File: src/rtl/my32cpu_multicycle_if.sv
// Shared instruction/data memory port: single outstanding request, completed by ack.
interface my32cpu_multicycle_if #(
   parameter int ADDR_W = 32
);
   logic              mem_req;
   logic              mem_we;
   logic [ADDR_W-1:0] mem_addr;
   logic [31:0]       mem_wdata;
   logic [31:0]       mem_rdata;
   logic              mem_ack;

   modport master (output mem_req, mem_we, mem_addr, mem_wdata, input mem_rdata, mem_ack);
   modport slave  (input mem_req, mem_we, mem_addr, mem_wdata, output mem_rdata, mem_ack);
endinterface

File: src/rtl/my32cpu_multicycle.sv
// Multi-cycle MY32CPU: FETCH/DECODE/EXEC/MEM/WB sequenced over one req/ack memory port.
module my32cpu_multicycle #(
   parameter int          NREG     = 32,
   parameter logic [31:0] RESET_PC = 32'h0,
   parameter int          ADDR_W   = 32
) (
   input  logic                 CLK,
   input  logic                 RST,
   my32cpu_multicycle_if.master mem,
   output logic [31:0]          pc_out,
   output logic                 retire,
   output logic                 halted
);
   localparam int IW = $clog2(NREG);
   localparam logic [5:0] OP_R    = 6'h00, OP_J   = 6'h02, OP_BEQ = 6'h04, OP_BNE  = 6'h05,
                          OP_ADDI = 6'h08, OP_ANDI = 6'h0C, OP_ORI = 6'h0D, OP_LUI = 6'h0F,
                          OP_LW   = 6'h23, OP_SW  = 6'h2B, OP_HALT = 6'h3F;

   typedef enum logic [2:0] {S_FETCH, S_DECODE, S_EXEC, S_MEM, S_WB, S_HALT} state_t;

   state_t      state_q, state_d;
   logic [31:0] pc_q, pc_d, ir_q, ir_d, a_q, a_d, b_q, b_d;
   logic [31:0] imm_q, imm_d, addr_q, addr_d, res_q, res_d;
   logic        retire_q, retire_d;
   logic [31:0] rf_q [NREG];
   logic        rf_we;
   logic [4:0]  rf_wa;
   logic [5:0]  op, funct;
   logic [4:0]  rs, rt, rd, shamt;
   logic [31:0] pc4, rs_val, rt_val;
   logic        taken;

   assign op    = ir_q[31:26];
   assign rs    = ir_q[25:21];
   assign rt    = ir_q[20:16];
   assign rd    = ir_q[15:11];
   assign shamt = ir_q[10:6];
   assign funct = ir_q[5:0];
   assign pc4   = pc_q + 32'd4;
   assign taken = (op == OP_BEQ) ? (a_q == b_q) : (a_q != b_q);

   // Indices past NREG alias nothing: they read as zero.
   always_comb begin
      rs_val = '0;
      rt_val = '0;
      if (rs != 5'd0 && 32'(rs) < NREG) rs_val = rf_q[rs[IW-1:0]];
      if (rt != 5'd0 && 32'(rt) < NREG) rt_val = rf_q[rt[IW-1:0]];
   end

   always_comb begin
      state_d  = state_q;
      pc_d     = pc_q;
      ir_d     = ir_q;
      a_d      = a_q;
      b_d      = b_q;
      imm_d    = imm_q;
      addr_d   = addr_q;
      res_d    = res_q;
      retire_d = 1'b0;
      rf_we    = 1'b0;
      rf_wa    = (op == OP_R) ? rd : rt;
      case (state_q)
         S_FETCH: if (mem.mem_ack) begin
            ir_d    = mem.mem_rdata;
            state_d = S_DECODE;
         end
         S_DECODE: begin
            a_d     = rs_val;
            b_d     = rt_val;
            imm_d   = (op == OP_ANDI || op == OP_ORI) ? {16'h0, ir_q[15:0]}
                                                     : {{16{ir_q[15]}}, ir_q[15:0]};
            state_d = S_EXEC;
         end
         S_EXEC: begin
            state_d = S_WB;
            case (op)
               OP_R: case (funct)
                  6'h20:   res_d = a_q + b_q;
                  6'h22:   res_d = a_q - b_q;
                  6'h24:   res_d = a_q & b_q;
                  6'h25:   res_d = a_q | b_q;
                  6'h26:   res_d = a_q ^ b_q;
                  6'h2A:   res_d = {31'h0, $signed(a_q) < $signed(b_q)};
                  6'h00:   res_d = b_q << shamt;
                  6'h02:   res_d = b_q >> shamt;
                  default: begin pc_d = pc4; retire_d = 1'b1; state_d = S_FETCH; end
               endcase
               OP_ADDI: res_d = a_q + imm_q;
               OP_ANDI: res_d = a_q & imm_q;
               OP_ORI:  res_d = a_q | imm_q;
               OP_LUI:  res_d = {ir_q[15:0], 16'h0};
               OP_LW, OP_SW: begin
                  addr_d  = a_q + imm_q;
                  state_d = S_MEM;
               end
               OP_BEQ, OP_BNE: begin
                  pc_d     = taken ? pc4 + {imm_q[29:0], 2'b00} : pc4;
                  retire_d = 1'b1;
                  state_d  = S_FETCH;
               end
               OP_J: begin
                  pc_d     = {pc4[31:28], ir_q[25:0], 2'b00};
                  retire_d = 1'b1;
                  state_d  = S_FETCH;
               end
               OP_HALT: state_d = S_HALT;
               default: begin pc_d = pc4; retire_d = 1'b1; state_d = S_FETCH; end
            endcase
         end
         S_MEM: if (mem.mem_ack) begin
            if (op == OP_SW) begin
               pc_d     = pc4;
               retire_d = 1'b1;
               state_d  = S_FETCH;
            end else begin
               res_d   = mem.mem_rdata;
               state_d = S_WB;
            end
         end
         S_WB: begin
            rf_we    = 1'b1;
            pc_d     = pc4;
            retire_d = 1'b1;
            state_d  = S_FETCH;
         end
         default: state_d = S_HALT;
      endcase
   end

   always_ff @(posedge CLK or posedge RST) begin
      if (RST) begin
         state_q  <= S_FETCH;
         pc_q     <= RESET_PC;
         ir_q     <= '0;
         a_q      <= '0;
         b_q      <= '0;
         imm_q    <= '0;
         addr_q   <= '0;
         res_q    <= '0;
         retire_q <= 1'b0;
      end else begin
         state_q  <= state_d;
         pc_q     <= pc_d;
         ir_q     <= ir_d;
         a_q      <= a_d;
         b_q      <= b_d;
         imm_q    <= imm_d;
         addr_q   <= addr_d;
         res_q    <= res_d;
         retire_q <= retire_d;
      end
   end

   always_ff @(posedge CLK or posedge RST) begin
      if (RST) begin
         for (int i = 0; i < NREG; i++) rf_q[i] <= '0;
      end else if (rf_we && rf_wa != 5'd0 && 32'(rf_wa) < NREG) begin
         rf_q[rf_wa[IW-1:0]] <= res_q;
      end
   end

   // RST gates the request combinationally so an in-flight access is withdrawn at once.
   assign mem.mem_req   = !RST && (state_q == S_FETCH || state_q == S_MEM);
   assign mem.mem_we    = !RST && state_q == S_MEM && op == OP_SW;
   assign mem.mem_addr  = RST ? '0 : (state_q == S_MEM ? addr_q[ADDR_W-1:0] : pc_q[ADDR_W-1:0]);
   assign mem.mem_wdata = b_q;
   assign pc_out        = pc_q;
   assign retire        = retire_q;
   assign halted        = (state_q == S_HALT);
endmodule
File: src/flat_wrapper.sv
// flat-port wrapper written by rule: the top's interface ports become plain ports
module my32cpu_multicycle_flat 
#(
   parameter int          NREG     = 32,
   parameter logic [31:0] RESET_PC = 32'h0,
   parameter int          ADDR_W   = 32
)
  (CLK, RST, pc_out, retire, halted, mem_mem_req, mem_mem_we, mem_mem_addr, mem_mem_wdata, mem_mem_rdata, mem_mem_ack);
  my32cpu_multicycle_if #(.ADDR_W(ADDR_W)) mem_i ();
  input  logic CLK;
  input  logic RST;
  output logic [31:0] pc_out;
  output logic retire;
  output logic halted;
  output wire logic [$bits(mem_i.mem_req)-1:0] mem_mem_req;
  output wire logic [$bits(mem_i.mem_we)-1:0] mem_mem_we;
  output wire logic [$bits(mem_i.mem_addr)-1:0] mem_mem_addr;
  output wire logic [$bits(mem_i.mem_wdata)-1:0] mem_mem_wdata;
  input wire logic [$bits(mem_i.mem_rdata)-1:0] mem_mem_rdata;
  input wire logic [$bits(mem_i.mem_ack)-1:0] mem_mem_ack;
  assign mem_mem_req = mem_i.mem_req;
  assign mem_mem_we = mem_i.mem_we;
  assign mem_mem_addr = mem_i.mem_addr;
  assign mem_mem_wdata = mem_i.mem_wdata;
  assign mem_i.mem_rdata = mem_mem_rdata;
  assign mem_i.mem_ack = mem_mem_ack;
  my32cpu_multicycle #(.NREG(NREG), .RESET_PC(RESET_PC), .ADDR_W(ADDR_W)) u_core (.CLK(CLK), .RST(RST), .mem(mem_i), .pc_out(pc_out), .retire(retire), .halted(halted));
endmodule
File: config.mk
export PLATFORM = sky130hd
export DESIGN_NAME = my32cpu_multicycle_flat
export DESIGN_NICKNAME = d
export VERILOG_FILES = /design/src/rtl/my32cpu_multicycle_if.sv /design/src/rtl/my32cpu_multicycle.sv /design/src/flat_wrapper.sv
export SDC_FILE = /design/constraint.sdc
export NUM_CORES = 2
export LEC_CHECK = 0
export CAP_MARGIN = 20
export CORE_MARGIN = 3
export CORE_UTILIZATION = 55
export DETAILED_ROUTE_END_ITERATION = 8
export PLACE_DENSITY_LB_ADDON = 0.15
export SLEW_MARGIN = 5
export SYNTH_ARGS = -nofsm -noshare
export SYNTH_HDL_FRONTEND = slang
export SYNTH_SLANG_ARGS = --single-unit
File: constraint.sdc
create_clock -name CLK -period 72.7 [get_ports CLK]
set_input_delay 14.54 -clock CLK [delete_from_list [all_inputs] [get_ports CLK]]
set_output_delay 14.54 -clock CLK [all_outputs]
set_load 0.05 [all_outputs]
==> out/qor.txt <==
Yosys reg bits - 1235
H-tree Lvls - 4
Slew @ Worst Pin - 1170 ps
Setup crit start kind - input port
CP dominant cell by count - clkdlybuf4s50_1
CTS tree - done
Relative slew slack - 22.1%
Setup violators final - 0
Placed wire-length estimate - 169000 µm
Slowest stage delay, CP - 800 ps
Top cells by area, synth - dfrtp_1, mux4_2, mux2_2, ha_1, mux2i_1
Placed instance count - 7591
Hold Vio Cnt, Final - 0
Number of global-route vias before repair - 55200
Area fraction of the dominant cell type after synthesis - 40.7%
Die height - 377 µm
Cts hold-fix bufs - 0
Clk pin slew, worst setup/hold paths - 50 ps
CP Data Arrival Time - 16740 ps
Initial antenna violation count - 11
Post-route insts no fill - 7855
Vias - 55500
Setup TNS - 0 ps
Routed length per placed instance - 33.5 µm
Number of vias per cell - 7.06
Power, Total - 0.00369 W
Sequential area share after synthesis - 40.7%
HP Start - u_core.rf_q[1004]
Setup crit end kind - primary output
Port Buf Inserts - 132
Hold depth - 0
Area leader, netlist - dfrtp_1
Mapped cell area - 75800 µm²
Post-synthesis cell type count - 104
CTS Sinks - 1235
Worst endpoint required time - 58160 ps
GRT Total Usage - 37.0%
Final min period - 31280 ps
HP Class - flip-flop to flip-flop
Most frequent cell after synthesis - dfrtp_1
FF-to-FF Start - u_core.ir_q[16]
Peak VDD IR - 0.0276 mV
CTS resizes - 0
Internal reg-to-reg setup slack - 66810 ps
P per Cell Area - 44.2 nW/µm²
Pins Over Slew Limit - 0
Worst Skew - 30.9 ps
Fmax - 32.0 MHz
Util after Layout - 61.4%
# IOs - 135
Clock Tree Buf Depth - 3
RSZ-0062 raised after global routing - false
Largest net degree at the start of global routing - 180
Final Net Count - 6198
Sequential Area - 30900 µm²
DRC viols - 0
Synth-to-layout area growth - 10.2%
Fillcell total - 10700
Die Wd - 377 µm
Die area - 142000 µm²
Reg2reg path depth - 9
Worst hold path endpoint - u_core.rf_q[1004]
Rows - 135
Setup Fix Bufs, Post-CTS - 0
Clk Latency, worst-skew pair - 800 ps
Final period utilization - 43.0%
DRT Wirelength - 263000 µm
Max FO, Critical Path - 73
Gr ovfl total - 0
Max-cap violations - 0
Area of the multi-input gates - 42100 µm²
Syn Area/Cell - 12.4 µm²
Total core area - 136000 µm²
Number of synthesized flops with an enable pin - 0
CTS root buffer - clkbuf_16
DRT Pass-1 Iters - 8
GP Congestion - 1.06
RR Endpoint - u_core.mem.mem_wdata[3]
Most common flop cell mapped by yosys - dfrtp_1
Leak pwr - 37.5 nW
Cells along the critical path - clkdlybuf4s50_1 > buf_4 > inv_8 > and3_1 > clkdlybuf4s50_1
Synthesized instance count - 6133
Slowest CP cell - clkdlybuf4s50_1
Status - finished clean
Asr flop ratio synth - 100%
First-pass GRT wire length - 384000 µm
Ys Warns - 0
1st-iter DRT viols - 5891
Num CTS Buffers - 138
Share of cells above drive strength 1 - 35.0%
Initial cell density of the core - 55.7%
Kind of critical path - input port to primary output
Routed Antenna Nets - 0
Synth top cells by count - dfrtp_1, mux2_2, mux4_2
==> worst max path at each step <==
stage                     from         endpoint  slack [ps]
after global placement     RST  mem_mem_addr[0]       41420
final                      RST  mem_mem_addr[1]       41420
after global routing       RST  mem_mem_addr[1]       41300
after detailed placement   RST  mem_mem_addr[1]       41400
after CTS                  RST  mem_mem_addr[1]       41390
after floorplan            RST  mem_mem_addr[0]       14960
==> sequential cells by signal (all words and copies together) (netlist names) <==
name / cells
u_core.rf_q: 1024
u_core.a_q: 32
u_core.addr_q: 32
u_core.ir_q: 32
u_core.mem.mem_wdata: 32
u_core.res_q: 32
u_core.pc_out: 30
u_core.imm_q: 17
u_core.state_q: 3
u_core.retire: 1
==> logic make-up after synthesis <==
logic type | after synthesis | share of synthesized area (%)
compound gates | 1076 | 9.22
xor+xnor | 112 | 1.29
fa+ha+maj | 198 | 3.31
buf+inv | 760 | 4.07
flops | 1235 | 40.7
mux | 1897 | 36.1
other cells | 1 | 0.00494
simple gates | 854 | 5.26
==> metrics by stage <==
| step | instance area, µm² | hold slack, ps | setup WS, ps |
|---|---|---|---|
| 6_report | 83600 | 398 | 41420 |
| 5_1_grt | 83500 | 406 | 41300 |
| 4_1_cts | 83100 | 396 | 41390 |
| 3_5_place_dp | 78400 | 383 | 41400 |
| 3_3_place_gp | 78400 | 376 | 41420 |
| 2_1_floorplan | 75800 | 441 | 14960 |
==> routing by layer <==
metal / share of wire [%] / track usage [%] / up-vias
met5: 0.021 / 0 / -
met4: 4.7 / 15.6 / 4
met3: 9.2 / 8.50 / 653
met2: 46 / 57.3 / 2729
met1: 40 / 50.4 / 29200
li1: - / - / 22900
==> cell type report <==
type,count,share of cell area (%)
inverters,164,0.746
repair buffers,287,3.43
clock buffers,202,5.01
well taps,1781,2.67
multi-input cells,4139,50.4
diodes,3,0.00898
flip-flops and latches,1235,37.0
clock inverters,44,0.717
==> power breakdown <==
group          switching (W)  internal (W)
combinational        0.00110      0.000745
clock               0.000301      0.000437
sequential          0.000252      0.000855
total                0.00165       0.00204
==> critical path, delay by kind of cell <==
family	cells	cell delay, ps
simple gates	1	250
buf+inv	4	1900
==> cells in the final DEF, fill, tap and decap left out, drive strengths merged, types with 11 or more instances in the layout <==
| cell | count |
|---|---|
| dfrtp | 1235 |
| clkinv | 27 |
| o31ai | 27 |
| nor4 | 18 |
| and3 | 30 |
| or3 | 19 |
| o21a | 13 |
| a221o | 11 |
| o22ai | 89 |
| o21ai | 262 |
| a21o | 35 |
| and2 | 15 |
| o21bai | 17 |
| buf | 155 |
| nand2b | 36 |
| ha | 194 |
| clkdlybuf4s50 | 132 |
| mux2i | 206 |
| o311ai | 12 |
| xor2 | 34 |
| o2111ai | 11 |
| a22oi | 39 |
| nand3 | 51 |
| o221ai | 36 |
| nor2 | 233 |
| nor3 | 46 |
| nand2 | 306 |
| clkbuf | 202 |
| a211oi | 28 |
| nor2b | 45 |
| xnor2 | 78 |
| a221oi | 70 |
| o32ai | 29 |
| mux2 | 1134 |
| a21oi | 267 |
| nand4 | 13 |
| inv | 171 |
| a31oi | 38 |
| o211ai | 24 |
| mux4 | 557 |
Note: power is estimated with default switching activity, not from simulation.
